--- src/rtl/ahb_apb_bridge_pkg.sv ---
// Shared types and constants for the AHB-Lite to APB bridge: FSM states,
// HTRANS codes, peripheral address windows and one-hot select codes.
package ahb_apb_pkg;

   typedef enum logic [2:0] {
      ST_IDLE,
      ST_WWAIT,
      ST_READ,
      ST_WRITE,
      ST_WRITEP,
      ST_RENABLE,
      ST_WENABLE,
      ST_WENABLEP
   } state_e;

   localparam logic [1:0] HTRANS_IDLE   = 2'b00;
   localparam logic [1:0] HTRANS_BUSY   = 2'b01;
   localparam logic [1:0] HTRANS_NONSEQ = 2'b10;
   localparam logic [1:0] HTRANS_SEQ    = 2'b11;

   localparam logic [31:0] RGN0_BASE = 32'h8000_0000;
   localparam logic [31:0] RGN1_BASE = 32'h8400_0000;
   localparam logic [31:0] RGN2_BASE = 32'h8800_0000;
   localparam logic [31:0] RGN_LIMIT = 32'h8C00_0000;

   localparam logic [2:0] SEL_NONE = 3'b000;
   localparam logic [2:0] SEL_P0   = 3'b001;
   localparam logic [2:0] SEL_P1   = 3'b010;
   localparam logic [2:0] SEL_P2   = 3'b100;

   // Out-of-window addresses decode to SEL_NONE, which also marks them invalid.
   function automatic logic [2:0] sel_of(input logic [31:0] a);
      if (a >= RGN0_BASE && a < RGN1_BASE) return SEL_P0;
      if (a >= RGN1_BASE && a < RGN2_BASE) return SEL_P1;
      if (a >= RGN2_BASE && a < RGN_LIMIT) return SEL_P2;
      return SEL_NONE;
   endfunction

endpackage

--- src/rtl/ahb_apb_bridge_slave_if.sv ---
// AHB slave front end: address/data/direction pipeline registers and the
// transfer-valid qualifier for the bridge FSM.
module ahb_slave_if
   import ahb_apb_pkg::*;
#(
   parameter int ADDR_W = 32,
   parameter int DATA_W = 32
) (
   input  logic              clk_i,
   input  logic              rst_i,
   input  logic              hwrite_i,
   input  logic              hreadyin_i,
   input  logic [1:0]        htrans_i,
   input  logic [ADDR_W-1:0] haddr_i,
   input  logic [DATA_W-1:0] hwdata_i,
   output logic              valid_o,
   output logic [ADDR_W-1:0] haddr1_o,
   output logic [ADDR_W-1:0] haddr2_o,
   output logic [DATA_W-1:0] hwdata1_o,
   output logic              hwrite_reg_o
);

   logic [ADDR_W-1:0] haddr1_q, haddr2_q;
   logic [DATA_W-1:0] hwdata1_q;
   logic              hwrite_q;
   logic [2:0]        tempselx;

   always_ff @(posedge clk_i) begin
      if (rst_i) begin
         haddr1_q  <= '0;
         haddr2_q  <= '0;
         hwdata1_q <= '0;
         hwrite_q  <= 1'b0;
      end else begin
         haddr1_q  <= haddr_i;
         haddr2_q  <= haddr1_q;
         hwdata1_q <= hwdata_i;
         hwrite_q  <= hwrite_i;
      end
   end

   assign tempselx = sel_of(haddr_i);
   assign valid_o  = hreadyin_i && (htrans_i == HTRANS_NONSEQ || htrans_i == HTRANS_SEQ)
                     && (tempselx != SEL_NONE);

   assign haddr1_o     = haddr1_q;
   assign haddr2_o     = haddr2_q;
   assign hwdata1_o    = hwdata1_q;
   assign hwrite_reg_o = hwrite_q;

endmodule

--- src/rtl/ahb_apb_bridge.sv ---
// AHB-Lite slave to APB master bridge: FSM sequencing APB SETUP/ACCESS per
// transfer, with registered APB outputs and AHB wait-state insertion.
module ahb_apb_bridge
   import ahb_apb_pkg::*;
#(
   parameter int ADDR_W = 32,
   parameter int DATA_W = 32
) (
   input  logic              hclk,
   input  logic              hresetn,
   input  logic              hwrite,
   input  logic              hreadyin,
   input  logic [1:0]        htrans,
   input  logic [DATA_W-1:0] hwdata,
   input  logic [ADDR_W-1:0] haddr,
   input  logic [DATA_W-1:0] prdata,
   output logic              penable,
   output logic              pwrite,
   output logic              hreadyout,
   output logic [2:0]        pselx,
   output logic [1:0]        hresp,
   output logic [ADDR_W-1:0] paddr,
   output logic [DATA_W-1:0] pwdata,
   output logic [DATA_W-1:0] hrdata
);

   logic              valid, hwrite_reg;
   logic [ADDR_W-1:0] haddr_1, haddr_2;
   logic [DATA_W-1:0] hwdata_1;

   ahb_slave_if #(.ADDR_W(ADDR_W), .DATA_W(DATA_W)) u_slave_if (
      .clk_i        (hclk),
      .rst_i        (hresetn),
      .hwrite_i     (hwrite),
      .hreadyin_i   (hreadyin),
      .htrans_i     (htrans),
      .haddr_i      (haddr),
      .hwdata_i     (hwdata),
      .valid_o      (valid),
      .haddr1_o     (haddr_1),
      .haddr2_o     (haddr_2),
      .hwdata1_o    (hwdata_1),
      .hwrite_reg_o (hwrite_reg)
   );

   state_e            state_q, state_d;
   logic [ADDR_W-1:0] paddr_q, paddr_d, src_addr;
   logic [DATA_W-1:0] pwdata_q, pwdata_d;
   logic [2:0]        pselx_q, pselx_d;
   logic              pwrite_q, pwrite_d, penable_q, penable_d, hready_q, hready_d;

   always_ff @(posedge hclk) begin
      if (hresetn) begin
         state_q   <= ST_IDLE;
         paddr_q   <= '0;
         pwdata_q  <= '0;
         pselx_q   <= SEL_NONE;
         pwrite_q  <= 1'b0;
         penable_q <= 1'b0;
         hready_q  <= 1'b1;
      end else begin
         state_q   <= state_d;
         paddr_q   <= paddr_d;
         pwdata_q  <= pwdata_d;
         pselx_q   <= pselx_d;
         pwrite_q  <= pwrite_d;
         penable_q <= penable_d;
         hready_q  <= hready_d;
      end
   end

   always_comb begin
      state_d = state_q;
      case (state_q)
         ST_IDLE, ST_RENABLE, ST_WENABLE:
            if (valid) state_d = hwrite ? ST_WWAIT : ST_READ;
            else       state_d = ST_IDLE;
         ST_WWAIT:    state_d = valid ? ST_WRITEP : ST_WRITE;
         ST_READ:     state_d = ST_RENABLE;
         ST_WRITE:    state_d = valid ? ST_WENABLEP : ST_WENABLE;
         ST_WRITEP:   state_d = ST_WENABLEP;
         ST_WENABLEP:
            if (!hwrite_reg) state_d = ST_READ;
            else             state_d = valid ? ST_WRITEP : ST_WRITE;
         default:     state_d = ST_IDLE;
      endcase
   end

   // Outputs follow the next state so they are valid while the FSM sits in it.
   // Out of a pipelined write, the pending beat is two address cycles back.
   always_comb begin
      paddr_d   = paddr_q;
      pwdata_d  = pwdata_q;
      pselx_d   = pselx_q;
      pwrite_d  = pwrite_q;
      penable_d = penable_q;
      hready_d  = hready_q;
      src_addr  = haddr;
      case (state_d)
         ST_IDLE, ST_WWAIT: begin
            pselx_d   = SEL_NONE;
            penable_d = 1'b0;
            hready_d  = 1'b1;
         end
         ST_READ: begin
            src_addr  = (state_q == ST_WENABLEP) ? haddr_2 : haddr;
            paddr_d   = src_addr;
            pwrite_d  = 1'b0;
            pselx_d   = sel_of(src_addr);
            penable_d = 1'b0;
            hready_d  = 1'b0;
         end
         ST_WRITE, ST_WRITEP: begin
            if (state_q == ST_WWAIT) begin
               src_addr = haddr_1;
               pwdata_d = hwdata;
            end else begin
               src_addr = haddr_2;
               pwdata_d = hwdata_1;
            end
            paddr_d   = src_addr;
            pwrite_d  = 1'b1;
            pselx_d   = sel_of(src_addr);
            penable_d = 1'b0;
            hready_d  = 1'b0;
         end
         default: begin
            penable_d = 1'b1;
            hready_d  = 1'b1;
         end
      endcase
   end

   assign paddr     = paddr_q;
   assign pwdata    = pwdata_q;
   assign pselx     = pselx_q;
   assign pwrite    = pwrite_q;
   assign penable   = penable_q;
   assign hreadyout = hready_q;
   assign hresp     = 2'b00;
   assign hrdata    = prdata;

endmodule

--- config.mk ---
export PLATFORM = sky130hd
export DESIGN_NAME = ahb_apb_bridge
export DESIGN_NICKNAME = d
export VERILOG_FILES = /design/src/rtl/ahb_apb_bridge_pkg.sv /design/src/rtl/ahb_apb_bridge_slave_if.sv /design/src/rtl/ahb_apb_bridge.sv
export SDC_FILE = /design/constraint.sdc
export NUM_CORES = 1
export LEC_CHECK = 0
export ABC_CLOCK_PERIOD_IN_PS = 6150
export CAP_MARGIN = 15
export CORE_ASPECT_RATIO = 0.5
export CORE_MARGIN = 3
export CORE_UTILIZATION = 28
export CTS_CLUSTER_SIZE = 25
export DETAILED_ROUTE_END_ITERATION = 12
export GPL_ROUTABILITY_DRIVEN = 0
export GPL_TIMING_DRIVEN = 0
export PLACE_DENSITY_LB_ADDON = 0.1
export SLEW_MARGIN = 10
export SYNTH_ARGS = -nofsm -noshare
export SYNTH_HDL_FRONTEND = slang
export SYNTH_SLANG_ARGS = --single-unit
--- constraint.sdc ---
create_clock -name hclk -period 6.15 [get_ports hclk]
set_input_delay 0.9225 -clock hclk [delete_from_list [all_inputs] [get_ports hclk]]
set_output_delay 0.9225 -clock hclk [all_outputs]
set_load 0.03 [all_outputs]
# Yosys cells after proc, flatten, opt, wreduce, memory -nomap -nowiden
# Index checks and enable logic that the tools add are counted.
# W data, S select, Z words.
[op_classes]
bitwise = 0
order_cmp = 18
shift = 0
mux = 57
div_mod_pow = 0
reduce_logical = 22
eq_ne = 13
n_addsub = 0
mul = 0
[op_table]
columns = ["operator", "count"]
rows = [
  ["$ge A32 B32 Y1 const B", 9],
  ["$lt A32 B32 Y1 const B", 9],
  ["$mux W32", 4],
  ["$pmux W32 S2", 1],
  ["$mux W3", 20],
  ["$mux W1", 27],
  ["$pmux W3 S6", 1],
  ["$eq A3 B3 Y1 const B", 5],
  ["$eq A3 B2 Y1 const B", 4],
  ["$logic_and A1 B1 Y1", 11],
  ["$pmux W3 S3", 1],
  ["$eq A3 B1 Y1 const B", 2],
  ["$logic_not A3 Y1", 2],
  ["$reduce_bool A3 Y1", 2],
  ["$reduce_or A3 Y1", 2],
  ["$reduce_or A5 Y1", 1],
  ["$eq A2 B2 Y1 const B", 2],
  ["$mux W2", 2],
  ["$reduce_or A2 Y1", 2],
  ["$pmux W1 S2", 1],
  ["$reduce_bool A2 Y1", 1],
  ["$logic_or A1 B1 Y1", 1],
]
[word_totals]
memories = 0
latch_bits = 0
romBits = 0
in_bits = 102
wordCells = 121
ff_bits = 170
ramBits = 0

# Logic depth before layout (Yosys ltp)
# Gate-level depths: netlist of the first run.
[logic_depth]
word_depth = 30
depth_mapped = 8
depth_no_buf = 6

# Cells and area by module
# Synthesis of the first run repeated with hierarchy kept, for this count alone.
[hier_totals]
hier_cells = 795
hier_area_um2 = 6845.3
[by_module_without_submodules]
columns = ["module", "cells_each", "n_inst", "seq_area_each_um2", "area_per_inst_um2"]
rows = [
  ["ahb_apb_bridge", 588, 1, 1461.4, 4212.8],
  ["ahb_slave_if", 207, 1, 1941.9, 2632.5],
]

# Least setup slack after synthesis of the first run
# Ideal clock, no wire load.
[synth_path]
kind = "input to register"
startpoint = "input haddr[28]"
endpoint = "register paddr_q[30], in the netlist paddr[30]"
setup_slack_ps = 3170
t_arrival_ps = 2858
path_stages = 7
setup_time_ps = 122
n_path_buf = 1
cell_sequence = "or4b_4 -> a211oi_4 -> nor3b_2 -> o41ai_2 -> nor2_2 -> buf_6 -> a221o_1"
[synth_between]
elab_chain_len = 16
[synth_lines]
columns = ["item", "line_no", "source"]
rows = [
  ["from (decl)", "ahb_apb_bridge.sv:15", "input logic [ADDR_W-1:0] haddr,"],
  ["$ge A32 B32 Y1 or $lt A32 B32 Y1 (tied branches)", "ahb_apb_bridge_pkg.sv:35", "if (a >= RGN2_BASE && a < RGN_LIMIT) return SEL_P2;"],
  ["$logic_and A1 B1 Y1", "ahb_apb_bridge_pkg.sv:35", ""],
  ["$mux W1 (2 in series)", "ahb_apb_bridge_pkg.sv:35", ""],
  ["$mux W1", "ahb_apb_bridge_pkg.sv:34", "if (a >= RGN1_BASE && a < RGN2_BASE) return SEL_P1;"],
  ["$mux W3", "ahb_apb_bridge_pkg.sv:36", "return SEL_NONE;"],
  ["$mux W3", "ahb_apb_bridge_pkg.sv:35", ""],
  ["$mux W3 (*)", "ahb_apb_bridge_pkg.sv:34", ""],
  ["$reduce_bool A3 Y1 (*)", "ahb_apb_bridge_slave_if.sv:44", "&& (tempselx != SEL_NONE);"],
  ["$logic_and A1 B1 Y1 (*)", "ahb_apb_bridge_slave_if.sv:44", ""],
  ["$mux W3", "ahb_apb_bridge.sv:78, ahb_apb_bridge.sv:84", ""],
  ["$mux W3", "ahb_apb_bridge.sv:83", "if (!hwrite_reg) state_d = ST_READ;"],
  ["$pmux W3 S6 (*)", "ahb_apb_bridge.sv:74", "case (state_q)"],
  ["$eq A3 B2 Y1 or $eq A3 B3 Y1 (tied branches)", "ahb_apb_bridge.sv:99", "case (state_d)"],
  ["$reduce_or A2 Y1", "ahb_apb_bridge.sv:99", ""],
  ["$pmux W32 S2 or $reduce_bool A2 Y1 (tied branches)", "--", ""],
  ["to (signal assigned)", "ahb_apb_bridge.sv:63", "paddr_q <= paddr_d;"],
  ["to (decl)", "ahb_apb_bridge.sv:47", "logic [ADDR_W-1:0] paddr_q, paddr_d, src_addr;"],
]
# Mark *: on every way between the ends. The rest lies on a longest branch, timed or not. The select of a mux whose other input is x is not followed.
# A chain may end at the register's enable or synchronous reset.

# Worst setup path after layout of the first run
[layout_path]
startpoint = "input haddr[31]"
endpoint = "register paddr_q[30], in the netlist paddr[30]"
# Same word-level chain as after synthesis.

==> impl_metrics.csv, run 1 <==
group,metric,value,unit
run_status,outcome,"finished clean",
floorplanning,die_w,225,um
synth,ys_seq_elements,170,
place,hpwl,14200,um
pwr,power_density,426,nW/um2
final_layout,nets,1000,
synth,ys_types,44,
clock_network,ctsLongestPathBuffers,2,
drt,drc,0,
final_layout,fin_util,40.4,%
synth,async_flop_share,0,%
sta,worst_pin_slew,0.800,ns
sta,setup-violations-final,0,
global_routing,grt_max_degree,17,
final_layout,area_delta_synth_final,39.5,%
global_routing,grt_pass1_wl,30300,um
clock_network,insertion_delay,0.43,ns
worst_hold_path,worstHoldPathType,"flip-flop to flip-flop",
worst_setup_path,r2r_cells,7,
sta,drv_slew,0,
synth,yosysWarnings,0,
clock_network,cts_tree,"done",
sta,rsz0062_at_grt,"no",
drt,antenna_left,0,
pwr,irDropWorstVdd,0.000138,V
final_layout,antenna_cells,0,
worst_setup_path,critical_path.endpoint,"paddr[30]",
drt,wire_per_inst,16.4,um
global_routing,grt_pass1_vias,5438,
sta,skew,0.00593,ns
clock_network,clkTransAtPathRegs,0.06,ns
worst_setup_path,critPathMaxFanout,10,
sta,slew_headroom,46.5,%
clock_network,cts.repair.resized,0,
floorplanning,rows,39,
drt,firstDrtPassIters,4,
synth,yosysSeqAreaShare,50.7,%
worst_setup_path,cpLargestDelayFamily,"compound AO/OA/AOI/OAI gates",
floorplanning,ios,206,
worst_setup_path,cp-start-kind,"input port",
floorplanning,die-area,26000,um2
synth,synth.most_common_cell,"dfxtp_1",
synth,syn_avg_cell_area,9.48,um2
synth,syn_area,6710,um2
flow_run,drv_cap,0,
clock_network,numCtsBuffers,17,
synth,syn_inst,708,
final_layout,fillers,2339,
synth,synthFlopType,"dfxtp_1",
global_routing,grtUsageTotal,15.3,%
floorplanning,die_y,115,um
worst_setup_path,arrival,3.84,ns
sta,final_hold_viol_count,0,
clock_network,post_cts.repair.setup_buffers,0,
pwr,power.total,0.00399,W
floorplanning,core_area,23200,um2
worst_setup_path,r2r-end,"pwdata[20]",
global_routing,grt_remaining_overflow,0,
drt,num_vias,5548,
synth,synth_top_cell_area_share,50.7,%
worst_setup_path,crit_required,6.47,ns
sta,period_minus_slack,3.52,ns
sta,fin_setup_tns,0,ns
place,place_ws,2.15,ns
final_layout,drive_above_1_share,12.0,%
clock_network,holdBufCountCts,0,
floorplanning,initial_core_util,29.0,%
clock_network,clockRootBuffer,"clkbuf_16",
drt,wl,19900,um
clock_network,htreeDepth,4,
sta,fin_crit_sh,57.2,%
worst_setup_path,crit_path_start,"haddr[31]",
final_layout,fin_cells,1214,
synth,synth_commonest_cells,"170 x dfxtp_1, 130 x nand2_1, 99 x nor2b_1, 40 x nor2_1",
clock_network,cts_sinks,170,
sta,setup_slack,2.63,ns
drt,vias_per_cell,4.57,
worst_setup_path,critPathMaxStageDelay,0.56,ns
global_routing,antenna_found_initial,0,
worst_setup_path,cp.depth,8,
pwr,leakage,3.39,nW
worst_setup_path,path_buf_inv,2,
drt,dr.first_iter.drc_count,314,
worst_setup_path,r2r-start,"state_q[1]",
synth,yosys.area.top_type,"dfxtp_1",
worst_setup_path,cp_cell_sequence,"clkdlybuf4s50_1 -> or4b_4 -> a211oi_4 -> nor3b_2 -> o41ai_2 -> nor2_2 -> buf_6 -> a221o_1",
worst_setup_path,critPathKind,"input port to flip-flop",
worst_setup_path,regToRegSetupSlack,3.45,ns
worst_setup_path,setup.worst_path.end_class,"flip-flop",
worst_setup_path,cp_slowest_cell,"clkdlybuf4s50_1",
synth,synth_edf_count,0,
place,port_buffers,170,
place,place_inst,1186,
synth,synth.area.top_cells,"dfxtp_1 51%, nor2b_1 9.2%, nand2_1 7.3%",
sta,fmax,284,MHz
[power by group]
group          leakage, nW  switching, W  internal, W
registers             1.40      0.000105      0.00129
logic                 1.72      0.000931     0.000606
clock network        0.273      0.000428     0.000625
total                 3.39       0.00146      0.00252
[how the worst min path moves through the flow]
stage,startpoint,endpoint,slack [ns],depth (start not counted)
5_1_grt,u_slave_if.hwdata1_o[18],pwdata[18],0.48,2
6_report,u_slave_if.hwdata1_o[28],pwdata[28],0.46,2
3_5_place_dp,u_slave_if.haddr1_o[10],u_slave_if.haddr2_o[10],0.45,1
4_1_cts,u_slave_if.hwdata1_o[28],pwdata[28],0.46,2
3_3_place_gp,u_slave_if.haddr1_o[17],u_slave_if.haddr2_o[17],0.44,1
2_1_floorplan,u_slave_if.haddr1_o[0],u_slave_if.haddr2_o[0],0.44,1
[flip-flops by register name, summed over array words and instances, names as in the netlist, 3 cells and up]
signal / flops
pselx: 3
paddr: 32
state_q: 3
u_slave_if.hwdata1_o: 32
u_slave_if.haddr2_o: 32
pwdata: 32
u_slave_if.haddr1_o: 32
[layer usage]
metal | up-vias | share of wire, % | wire length, um | global-route usage (%)
met2 | 118 | 47 | 9400 | 25.6
met5 | - | 0 | 0 | 0
met1 | 2636 | 48 | 9460 | 19.8
met4 | 0 | 1.2 | 241 | 4.61
met3 | 17 | 3.9 | 783 | 3.77
li1 | 2777 | - | - | -
[cell type report]
type                    count  area, um2  area share, %
flip-flops and latches    170       3400           36.4
clock buffers              18        429           4.58
well taps                 307        384           4.10
repair buffers            170       1700           18.2
plain buffers              85        492           5.25
clock inverters            10        130           1.39
multi-input cells         454       2820           30.1
[placed cells by master, fill, tap and decap left out, types with 3 or more instances in the layout]
cell type and instances:
nand2_1 130, a311oi_1 34, mux2i_1 4, nor2b_1 99, a21oi_1 38, dfxtp_1 170
nand2b_1 5, mux2_2 32, clkbuf_1 39, nand4_1 3, bufinv_16 3, buf_1 7
clkdlybuf4s50_1 170, nor2_1 40, buf_4 34, clkbuf_16 17, a221o_1 31, clkinv_2 5
o21ai_0 4, buf_6 6
[cells by family after synthesis]
group	Yosys count	synth area share, %
buffers and inverters	85	7.33
AND/OR/NAND/NOR	297	21.8
flip-flops	170	50.7
other	1	0.0559
AO/OA/AOI/OAI	119	14.1
multiplexers	36	5.97
[worst reg2reg max path, stage by stage (launching register included)]
cell	delay, ns
dfxtp_1	0.36
clkbuf_1	0.33
and3_1	0.22
o21a_1	0.11
clkbuf_1	0.40
buf_1	0.50
buf_1	0.47
a311oi_1	0.17
[stage by stage]
stage | cell area, um2 | hold WS (ns)
5_1_grt | 9360 | 0.477
3_5_place_dp | 8800 | 0.451
3_3_place_gp | 8800 | 0.442
4_1_cts | 9360 | 0.461
6_report | 9360 | 0.457
2_1_floorplan | 6720 | 0.438
Power figures use the tool's default switching activity.
==> inputs of run 2 (changes only) <==
--- a/config.mk
+++ b/config.mk
@@ -5,7 +5,7 @@
 export SDC_FILE = /design/constraint.sdc
 export NUM_CORES = 1
 export LEC_CHECK = 0
-export ABC_CLOCK_PERIOD_IN_PS = 6150
+export ABC_CLOCK_PERIOD_IN_PS = 3300
 export CAP_MARGIN = 15
 export CORE_ASPECT_RATIO = 0.5
 export CORE_MARGIN = 3
==> constraint.sdc (replaced) <==
create_clock -name hclk -period 3.3 [get_ports hclk]
set_input_delay 0.495 -clock hclk [delete_from_list [all_inputs] [get_ports hclk]]
set_output_delay 0.495 -clock hclk [all_outputs]
set_load 0.03 [all_outputs]
==> results of run 2 <==
Same layout as run 1 (identical final DEF). Status: finished clean.
Among the figures that moved: setup slack after placement 2.15 ns -> -0.269 ns; setup slack after layout 2.63 ns -> 0.210 ns; register-to-register setup slack 3.45 ns -> 0.60 ns; total power 0.00399 W -> 0.00743 W; worst IR drop on VDD 0.000138 V -> 0.000258 V
==> inputs of run 3 (changes only) <==
--- a/config.mk
+++ b/config.mk
@@ -7,6 +7,8 @@
 export LEC_CHECK = 0
 export ABC_CLOCK_PERIOD_IN_PS = 3300
 export CAP_MARGIN = 15
+export CELL_PAD_IN_SITES_DETAIL_PLACEMENT = 0
+export CELL_PAD_IN_SITES_GLOBAL_PLACEMENT = 1
 export CORE_ASPECT_RATIO = 0.5
 export CORE_MARGIN = 3
 export CORE_UTILIZATION = 28
==> run 3 against run 2 <==
Net effect: total power fell by 0.21%; critical path depth unchanged; sequential power about the same; clock-buffer cell count grew 6; clock power is essentially flat; combinational power hardly changed; critical endpoint unchanged; largest power group unchanged.
==> impl_metrics.csv, run 3 (synthesis gave the netlist of run 1 again) <==
group,metric,value,unit
worst_setup_path,critPathKind,"input port to flip-flop",
sta,skew,0.0118,ns
drt,dr.first_iter.drc_count,295,
clock_network,insertion_delay,0.43,ns
worst_setup_path,setup.worst_path.end_class,"flip-flop",
sta,rsz0062_at_grt,"no",
drt,wl,20600,um
floorplanning,die-area,26000,um2
clock_network,post_cts.repair.setup_buffers,0,
drt,firstDrtPassIters,4,
floorplanning,die_y,115,um
clock_network,numCtsBuffers,17,
clock_network,cts_tree,"done",
final_layout,fin_util,40.4,%
floorplanning,core_area,23200,um2
clock_network,ctsLongestPathBuffers,2,
place,hpwl,14700,um
global_routing,grt_remaining_overflow,0,
sta,setup-violations-final,0,
sta,period_minus_slack,3.05,ns
sta,drv_slew,0,
worst_setup_path,crit_required,3.62,ns
pwr,irDropWorstVdd,0.000336,V
drt,antenna_left,0,
worst_setup_path,cp-start-kind,"input port",
pwr,combPwrFrac,38.8,%
place,port_buffers,170,
floorplanning,die_w,225,um
final_layout,nets,1000,
floorplanning,initial_core_util,29.0,%
sta,fmax,327,MHz
worst_setup_path,arrival,3.37,ns
pwr,seq_power_share,35.2,%
final_layout,final_cell_mix,"170 x dfxtp_1, 170 x clkdlybuf4s50_1, 130 x nand2_1",
run_status,outcome,"finished clean",
flow_run,drv_cap,0,
pwr,sw_frac_of_total,37.3,%
global_routing,grt_pass1_wl,32200,um
worst_hold_path,worstHoldPathType,"flip-flop to flip-flop",
worst_setup_path,critPathMaxFanout,10,
sta,fin_crit_sh,92.6,%
drt,wire_per_inst,16.9,um
sta,slew_headroom,51.0,%
clock_network,clkTransAtPathRegs,0.06,ns
pwr,leakage,3.39,nW
final_layout,fin_cells,1216,
clock_network,clockRootBuffer,"clkbuf_16",
pwr,internal_power,0.00465,W
clock_network,cts.repair.resized,0,
global_routing,grt_pass1_vias,5722,
clock_network,htreeDepth,4,
global_routing,grtUsageTotal,16.2,%
floorplanning,rows,39,
clock_network,holdBufCountCts,0,
final_layout,antenna_cells,0,
floorplanning,ios,206,
final_layout,area_delta_synth_final,39.4,%
pwr,p_switching,0.00277,W
final_layout,fillers,2317,
drt,drc,0,
pwr,power_density,793,nW/um2
pwr,p_clk_share,26.0,%
clock_network,cts_sinks,170,
final_layout,drive_above_1_share,12.0,%
place,place_inst,1186,
drt,num_vias,5638,
global_routing,antenna_found_initial,0,
sta,final_hold_viol_count,0,
drt,vias_per_cell,4.64,
global_routing,grt_max_degree,17,
sta,worst_pin_slew,0.734,ns
## run 3: cell types whose count changed in the layout (fill, tap and decap cells not counted)
cell	delta
inv_6	+1
clkbuf_8	+4
clkinv_2	-3
bufinv_16	-2
clkbuf_1	+2
## run 3: worst paths after layout
kind	start	endpoint	slack (ns)	depth (start not counted)
setup / recovery	haddr[31]	paddr[30]	0.25	8
hold / removal	u_slave_if.hwdata1_o[25]	pwdata[25]	0.46	2
setup reg to reg	state_q[1]	pwdata[12]	0.57	7
hold reg to reg	u_slave_if.hwdata1_o[25]	pwdata[25]	0.46	2
## run 3: final cells by class
class	count	area, um2	area share, %
Buffer	85	492	5.26
Clock buffer	24	492	5.26
Tap cell	307	384	4.11
Multi-Input combinational cell	454	2820	30.1
Timing Repair Buffer	170	1700	18.2
Clock inverter	6	63.8	0.682
Sequential cell	170	3400	36.4
## run 3: critical path, cell delays in order
cell and delay [ns]:
clkdlybuf4s50_1 0.56, or4b_4 0.53, a211oi_4 0.42, nor3b_2 0.13, o41ai_2 0.54, nor2_2 0.16, buf_6 0.19, a221o_1 0.34
## run 3: metrics by stage
stage / power, W / cell area [um2] / setup slack [ns] / TNS [ns] / hold WS [ns]
after floorplan: 0.00437 / 6720 / 0.748 / 0 / 0.438
after CTS: 0.00753 / 9360 / 0.173 / 0 / 0.462
after global placement: 0.00557 / 8800 / -0.277 / -7.62 / 0.443
after global routing: 0.00785 / 9360 / 0.0845 / 0 / 0.472
final: 0.00742 / 9360 / 0.245 / 0 / 0.462
after detailed placement: 0.00558 / 8800 / -0.284 / -7.75 / 0.450
## run 3: power groups by stage
stage	clock network, W	registers [W]	logic, W
after floorplan	0	0.00316	0.00122
after global routing	0.00206	0.00266	0.00313
after global placement	0	0.00266	0.00291
final	0.00193	0.00261	0.00288
after CTS	0.00197	0.00262	0.00293
after detailed placement	0	0.00266	0.00292
## run 3: metal layers
layer	GRT usage (%)	wire, um
met3	3.95	1020
met2	26.8	9690
met1	21.0	9580
met5	0	0
met4	5.03	301
